$ cat src/rtl/pipe_ctrl_pkg.sv
// rtl/pipe_ctrl_pkg.sv - shared types and constants for the pipeline hazard controller
package pipe_ctrl_pkg;

    typedef enum logic [1:0] {
        IDLE     = 2'd0,
        MDU_BUSY = 2'd1,
        MDU_DONE = 2'd2
    } mdu_state_t;

    localparam logic [31:0] NOP_INST = 32'h0000_0013;
    localparam logic [4:0]  REG_X0   = 5'd0;

endpackage

$ cat src/rtl/sat_counter.sv
// rtl/sat_counter.sv - saturating up-counter with asynchronous active-high reset
module sat_counter #(
    parameter int W = 32
) (
    input  logic         clk,
    input  logic         rst,
    input  logic         inc,
    output logic [W-1:0] count
);

    // Count increment requests, holding at all-ones instead of wrapping
    always_ff @(posedge clk or posedge rst) begin
        if (rst) begin
            count <= '0;
        end else if (inc && (count != {W{1'b1}})) begin
            count <= count + {{(W-1){1'b0}}, 1'b1};
        end
    end

endmodule

$ cat src/rtl/pipe_hazard_ctrl.sv
// rtl/pipe_hazard_ctrl.sv - stall/flush sequencer for the 5-stage pipeline
module pipe_hazard_ctrl
    import pipe_ctrl_pkg::*;
#(
    parameter int CNT_W = 32
) (
    input  logic             clk,
    input  logic             rst,
    input  logic [4:0]       d_rs1,
    input  logic [4:0]       d_rs2,
    input  logic             d_use_rs1,
    input  logic             d_use_rs2,
    input  logic             e_valid,
    input  logic [4:0]       e_rd,
    input  logic             e_is_load,
    input  logic             e_jb,
    input  logic             e_mdu_start,
    input  logic             mdu_done,
    input  logic             m_mem_req,
    input  logic             m_mem_ready,
    output logic             stall_f,
    output logic             stall_d,
    output logic             stall_e,
    output logic             stall_m,
    output logic             flush_d,
    output logic             flush_e,
    output logic             flush_m,
    output logic             mdu_go,
    output logic [CNT_W-1:0] stall_cnt,
    output logic [CNT_W-1:0] flush_cnt
);

    mdu_state_t state;

    logic freeze;
    logic load_use;
    logic mdu_issue;
    logic mdu_hold;

    assign freeze   = m_mem_req & ~m_mem_ready;

    // A load in E whose destination feeds D cannot be forwarded in time
    assign load_use = e_valid & e_is_load & (e_rd != REG_X0) &
                      ((d_use_rs1 & (d_rs1 == e_rd)) | (d_use_rs2 & (d_rs2 == e_rd)));

    // New MDU ops only start from IDLE; MDU_DONE still holds the finished op in E
    assign mdu_issue = (state == IDLE) & e_valid & e_mdu_start & ~freeze;
    assign mdu_hold  = (state == MDU_BUSY) & ~mdu_done;

    // Track MDU occupancy; completion seen during a memory freeze is latched
    always_ff @(posedge clk or posedge rst) begin
        if (rst) begin
            state <= IDLE;
        end else begin
            case (state)
                IDLE: begin
                    if (mdu_issue) begin
                        state <= MDU_BUSY;
                    end
                end
                MDU_BUSY: begin
                    if (mdu_done) begin
                        state <= freeze ? MDU_DONE : IDLE;
                    end
                end
                MDU_DONE: begin
                    if (!freeze) begin
                        state <= IDLE;
                    end
                end
                default: state <= IDLE;
            endcase
        end
    end

    // Priority mux: freeze > MDU stall > taken jump/branch > load-use
    always_comb begin
        stall_f = 1'b0;
        stall_d = 1'b0;
        stall_e = 1'b0;
        stall_m = 1'b0;
        flush_d = 1'b0;
        flush_e = 1'b0;
        flush_m = 1'b0;
        mdu_go  = 1'b0;
        if (!rst) begin
            if (freeze) begin
                stall_f = 1'b1;
                stall_d = 1'b1;
                stall_e = 1'b1;
                stall_m = 1'b1;
            end else if (mdu_issue || mdu_hold) begin
                stall_f = 1'b1;
                stall_d = 1'b1;
                stall_e = 1'b1;
                flush_m = 1'b1;
                mdu_go  = mdu_issue;
            end else if (e_jb) begin
                flush_d = 1'b1;
                flush_e = 1'b1;
            end else if (load_use) begin
                stall_f = 1'b1;
                stall_d = 1'b1;
                flush_e = 1'b1;
            end
        end
    end

    sat_counter #(.W(CNT_W)) u_stall_cnt (
        .clk   (clk),
        .rst   (rst),
        .inc   (stall_f),
        .count (stall_cnt)
    );

    sat_counter #(.W(CNT_W)) u_flush_cnt (
        .clk   (clk),
        .rst   (rst),
        .inc   (flush_d),
        .count (flush_cnt)
    );

endmodule

$ cat config.mk
export PLATFORM = sky130hd
export DESIGN_NAME = pipe_hazard_ctrl
export DESIGN_NICKNAME = d
export VERILOG_FILES = /design/src/rtl/pipe_ctrl_pkg.sv /design/src/rtl/sat_counter.sv /design/src/rtl/pipe_hazard_ctrl.sv
export SDC_FILE = /design/constraint.sdc
export NUM_CORES = 1
export LEC_CHECK = 0
export CORE_MARGIN = 1.5
export CORE_UTILIZATION = 45
export CTS_BUF_LIST = sky130_fd_sc_hd__clkbuf_2
export DETAILED_ROUTE_END_ITERATION = 8
export DONT_BUFFER_PORTS = 1
export PLACE_DENSITY_LB_ADDON = 0.1
export SLEW_MARGIN = 10
export SYNTH_ARGS = -nofsm -noshare
export SYNTH_HDL_FRONTEND = slang
export SYNTH_SLANG_ARGS = --single-unit
$ cat constraint.sdc
create_clock -name clk -period 4.3 [get_ports clk]
set_input_delay 0.645 -clock clk [delete_from_list [all_inputs] [get_ports clk]]
set_output_delay 0.645 -clock clk [all_outputs]
set_load 0.005 [all_outputs]
== Yosys cells after proc, flatten, opt, wreduce, memory -nomap -nowiden ==
Index checks and enable logic that the tools add are counted.
Word-level totals
  input port bits: 26
  ROM bits: 0
  memories kept: 0
  output and inout bits: 72
  latch bits: 0
  bits in writable memories: 0
  register bits after elaboration: 66
Cells by class
  shift operators: 0
  reductions and logical operators: 6
  add/sub/neg operators: 2
  div/mod/pow operators: 0
  multipliers: 0
  bitwise operators: 14
  equality and inequality tests: 9
  mux-type cells: 28
  $lt $le $gt $ge: 0
Operators by type and width (count)
  $add 32x1->32 const B: 2
  $ne 32x32->1 const B: 2
  $mux 1: 23
  $and 1x1->1: 10
  $eq 5x5->1: 2
  $mux 2: 4
  $ne 2x2->1 const B: 3
  $pmux 2 s3: 1
  $reduce_bool 5->1: 1
  $not 1->1: 3
  $reduce_and 3->1: 1
  $eq 2x1->1 const B: 1
  $eq 2x2->1 const B: 1
  $logic_and 1x1->1: 2
  $logic_not 2->1: 1
  $logic_or 1x1->1: 1
  $or 1x1->1: 1

== Depth between registers and ports, before layout ==
  depth after elaboration: 10
  depth in mapped cells: 9

== Modules after synthesis ==
A second synthesis with hierarchy kept.
Second synthesis, totals
  cells, all modules: 319
  area total of the unflattened synthesis: 3452.1 µm²
By module, submodules not included
  sat_counter: seq. area each 800.8 µm², area each 1561.5 µm², instances 2, cells an instance 139
  pipe_hazard_ctrl: seq. area each 50.0 µm², area each 329.1 µm², instances 1, cells an instance 41

== Worst setup path before layout ==
Ideal clock, no wire load.
  path type: input-to-reg
  from: in rst
  to: reg u_flush_cnt.count[30]
  arrival time: 3.389 ns
  setup slack: 0.788 ns
  stages on the path: 8
  setup time: 0.123 ns
  path buffers: 1
  cells stage by stage: inv_1 and2_1 and3_1 buf_2 nand2_1 nor4_2 nand4_1 xnor2_1
Between the ends
  word-level cells in the longest chain between the ends: 2
RTL lines
  from (decl): line pipe_hazard_ctrl.sv:8  | input logic rst,
  $mux 1: line pipe_hazard_ctrl.sv:86  | if (!rst) begin
  via flush_d: line pipe_hazard_ctrl.sv:25  | output logic flush_d,
  $logic_and 1x1->1: line sat_counter.sv:15  | end else if (inc && (count != {W{1'b1}})) begin
  to (signal assigned): line sat_counter.sv:16  | count <= count + {{(W-1){1'b0}}, 1'b1};
  to (decl): line sat_counter.sv:8  | output logic [W-1:0] count
The timed path passes the listed nets, and every way through them passes these cells.
A chain may end at the register's enable or synchronous reset.

== Worst setup path in the final report ==
  from: reg state[0]
  to: out stall_d
Between the ends
  word-level cells in the longest chain between the ends: 8
  elaborated cells between the ends (all ways): 10
  classes of those cells: eq/ne: 1; mux: 3; bitwise: 4; reduce/logical: 2
RTL lines
  from (decl): line pipe_hazard_ctrl.sv:33  | mdu_state_t state;
  from (signal assigned): line pipe_hazard_ctrl.sv:63  | state <= freeze ? MDU_DONE : IDLE;
  $logic_not 2->1: line pipe_hazard_ctrl.sv:47  | assign mdu_issue = (state == IDLE) & e_valid & e_mdu_start & ~freeze;
  $and 1x1->1 (3 in series): line pipe_hazard_ctrl.sv:47
  $logic_or 1x1->1 *: line pipe_hazard_ctrl.sv:92  | end else if (mdu_issue || mdu_hold) begin
  $mux 1 *: line pipe_hazard_ctrl.sv:92
  $mux 1 *: line pipe_hazard_ctrl.sv:87  | if (freeze) begin
  $mux 1 *: line pipe_hazard_ctrl.sv:86
  to (decl): line pipe_hazard_ctrl.sv:22  | output logic stall_d,
Mark *: on every way between the ends. The rest lies on a longest branch, timed or not.

==> results.tsv <==
stage	metric	value	unit
floorplanning	Core Region	7214	um2
detailed_routing	DRC	0	
worst_setup_path	startpoint types	flop	
floorplanning	Die ar.	7921	um2
detailed_routing	Wirelength per Cell	16.28	um
worst_setup_path	worst reg2reg path startpoint	state[0]	
timing	FMAX	0.4151	GHz
grt	initial antenna violation count	0	
cts	Inserted Clock Buffers	9	
worst_setup_path	Worst EP arrival	1.76	ns
worst_setup_path	CP cell instances	nand3b_1 -> a21o_1 -> a21oi_1 -> a31o_2	
cts	Post-CTS Hold Buffers	0	
floorplanning	Starting Density	46.13	%
timing	Setup Viol. Count Final	0	
detailed_routing	ANT nets after route	0	
floorplanning	die span in y	89	um
grt	GRT overflow	0	
timing	TNS Setup	0	ns
worst_setup_path	CP delay by family, top	compound AO/OA/AOI/OAI gates	
timing	Hold Slack	0.2661	ns
place	RD Place Congestion	0.7674	
grt	All-Layer GR Usage	18.38	%
synthesis	synth unique cells	39	
final_layout	layout cells sized above 1	10.00	%
synthesis	Synth Area per Inst	10.74	um2
outcome	status	complete, no violations	
worst_setup_path	crit path max fanout	4	
pwr	Tot Pwr	1.243	mW
timing	worst slew pin tran	0.8633	ns
worst_setup_path	CP required	3.65	ns
detailed_routing	Post-Route WL	6820	um
grt	first-pass GRT wire length	11130	um
detailed_routing	DR pass1 iterations	5	
synthesis	Post-Synthesis Net Count	338	
synthesis	cells after synthesis	310	
worst_setup_path	CP Capture Type	output pin	
min_path	HP Class	in2async	
floorplanning	Die Wd	89	um
floorplanning	I/O Pins	98	
pwr	peak supply drop	0.2355	mV
worst_setup_path	Crit Path Category	reg2out	
synthesis	Syn. warnings	0	
cts	Skew-Pair Late Insertion Delay	0.48	ns
detailed_routing	total number of vias	2284	
worst_setup_path	CP peak stage delay	0.44	ns
synthesis	sequential element share of the synthesized area	49.62	%
worst_setup_path	Crit-path slowest cell	dfrtp_1	
cts	# clock sinks	66	
grt	vias in the first global route	2278	
grt	pin count of the biggest net entering global routing	68	
final_layout	Layout Nets	343	
timing	Slew HR	42.44	%
job	# Max-Cap Violations	0	
floorplanning	# rows	31	
cts	root buf cell	clkbuf_2	
cts	Clock Path Buffers	2	
cts	Post-CTS Setup Inserts	0	
final_layout	Syn-to-layout area delta	5.564	%
pwr	power per cell area	353.9	nW/um2
timing	skew final	0.01925	ns
cts	post-cts resize count	0	
synthesis	Post-synth ARST share	100.0	%
final_layout	# diodes	0	
timing	RSZ-0062 raised after global routing	false	
cts	clock-pin slew on the worst setup and hold paths	0.19	ns
place	DPL Wire Length	4789	um
worst_setup_path	R2R Setup Slk	2.16	ns
synthesis	area of the mapped netlist	3328	um2
cts	H-tree depth	3	
timing	endpoints failing hold	0	
synthesis	ys flop type	dfrtp_1	
detailed_routing	vias per inst	5.451	
synthesis	count of flip-flops with a built-in enable after synthesis	0	
timing	min cycle time layout	2.409	ns
synthesis	Yosys reg bits	66	
pwr	Leak	1.534	nW
timing	Slew Limit Fails	0	
timing	Final Cycle Share	56.02	%
cts	CTS tree	yes	
worst_setup_path	Critical Path Start	state[0]	
worst_setup_path	Buf/Inv on CP	0	
detailed_routing	drt initial violations	70	
place	Port Buffers	0	
## worst register-to-register path, delay by kind of cell (launching register included)
family           cells  cell delay, ns
AND/OR/NAND/NOR      5            1.36
flip-flops           1            0.42
AO/OA/AOI/OAI        1            0.15
XOR/XNOR             1            0.15
## flip-flops by register name, indices dropped and copies added, names as in the netlist
register and flops:
state 2, u_flush_cnt.count 32, u_stall_cnt.count 32
## report_power, final
group,internal (mW),switching [mW],total [mW]
Clock,0.133,0.228,0.361
Sequential,0.669,0.0795,0.748
Combinational,0.0641,0.0697,0.134
## routing by layer
layer	part of all wire, %	global-route usage (%)
met1	43	22.83
met2	48	28.17
met3	6.8	7.110
met4	2.1	8.951
met5	0	0
## final timing paths
check,to,cells after the start
setup reg to reg,u_flush_cnt.count[30],7
min in group clk,state[1],3
hold / removal,state[1],2
hold reg to reg,u_flush_cnt.count[27],1
setup / recovery,stall_d,4
max in group asynchronous,u_stall_cnt.count[7],2
## metrics by stage
stage	instance area, um2	setup slack (ns)	cells	util (%)
floorplan	3328	0.7876	310	-
global placement	3406	1.838	403	47.21
detailed placement	3406	1.812	403	47.21
CTS	3513	1.808	419	48.70
global route	3513	1.609	419	48.70
finish	3513	1.891	419	48.70
## placed cells by master, fill, tap and decap left out, drive strengths merged, types with 5 or more instances in the layout
cell type,instances
clkbuf,10
clkinv,5
xnor2,61
dfrtp,66
nand4,26
xor2,9
nand2,30
nor2,13
nor3,10
and3,17
nand3,25
and2,6
and4,7
## kinds of logic after synthesis
group / share of synthesized area [%]
DFF: 49.62
and+or+nand+nor: 25.19
xor gates and xnor gates: 18.42
adders and majority gates: 0.7518
buffers and inverters: 1.955
AOI/OAI and AO/OA: 3.045
muxes: 1.015
## synth_stat cells (all sizes together) (2+ instances only)
cell / count / share of area, %
ha: 2 / 0.75
and2b: 3 / 0.71
clkbuf: 2 / 0.23
nand2: 30 / 3.4
mux2: 3 / 1.0
dfrtp: 66 / 50
inv: 3 / 0.34
and2: 6 / 1.1
nor2: 13 / 1.5
nand4: 26 / 5.1
nand2b: 3 / 0.56
nand3b: 2 / 0.45
a31oi: 3 / 0.56
a21oi: 3 / 0.45
xnor2: 61 / 16
xor2: 9 / 2.4
nor3: 10 / 2.2
buf: 5 / 1.4
and4: 7 / 1.8
nand3: 25 / 3.8
and3: 17 / 3.4
## area by class of cell
class / instances / area, um2
inverters: 3 / 11.26
flip-flops and latches: 66 / 1652
clock buffers: 10 / 50.05
repair buffers: 1 / 7.507
well taps: 99 / 123.9
multi-input cells: 234 / 1612
clock inverters: 6 / 57.56
fillers: 688 / 3701
Note: power is estimated with default switching activity, not from simulation.
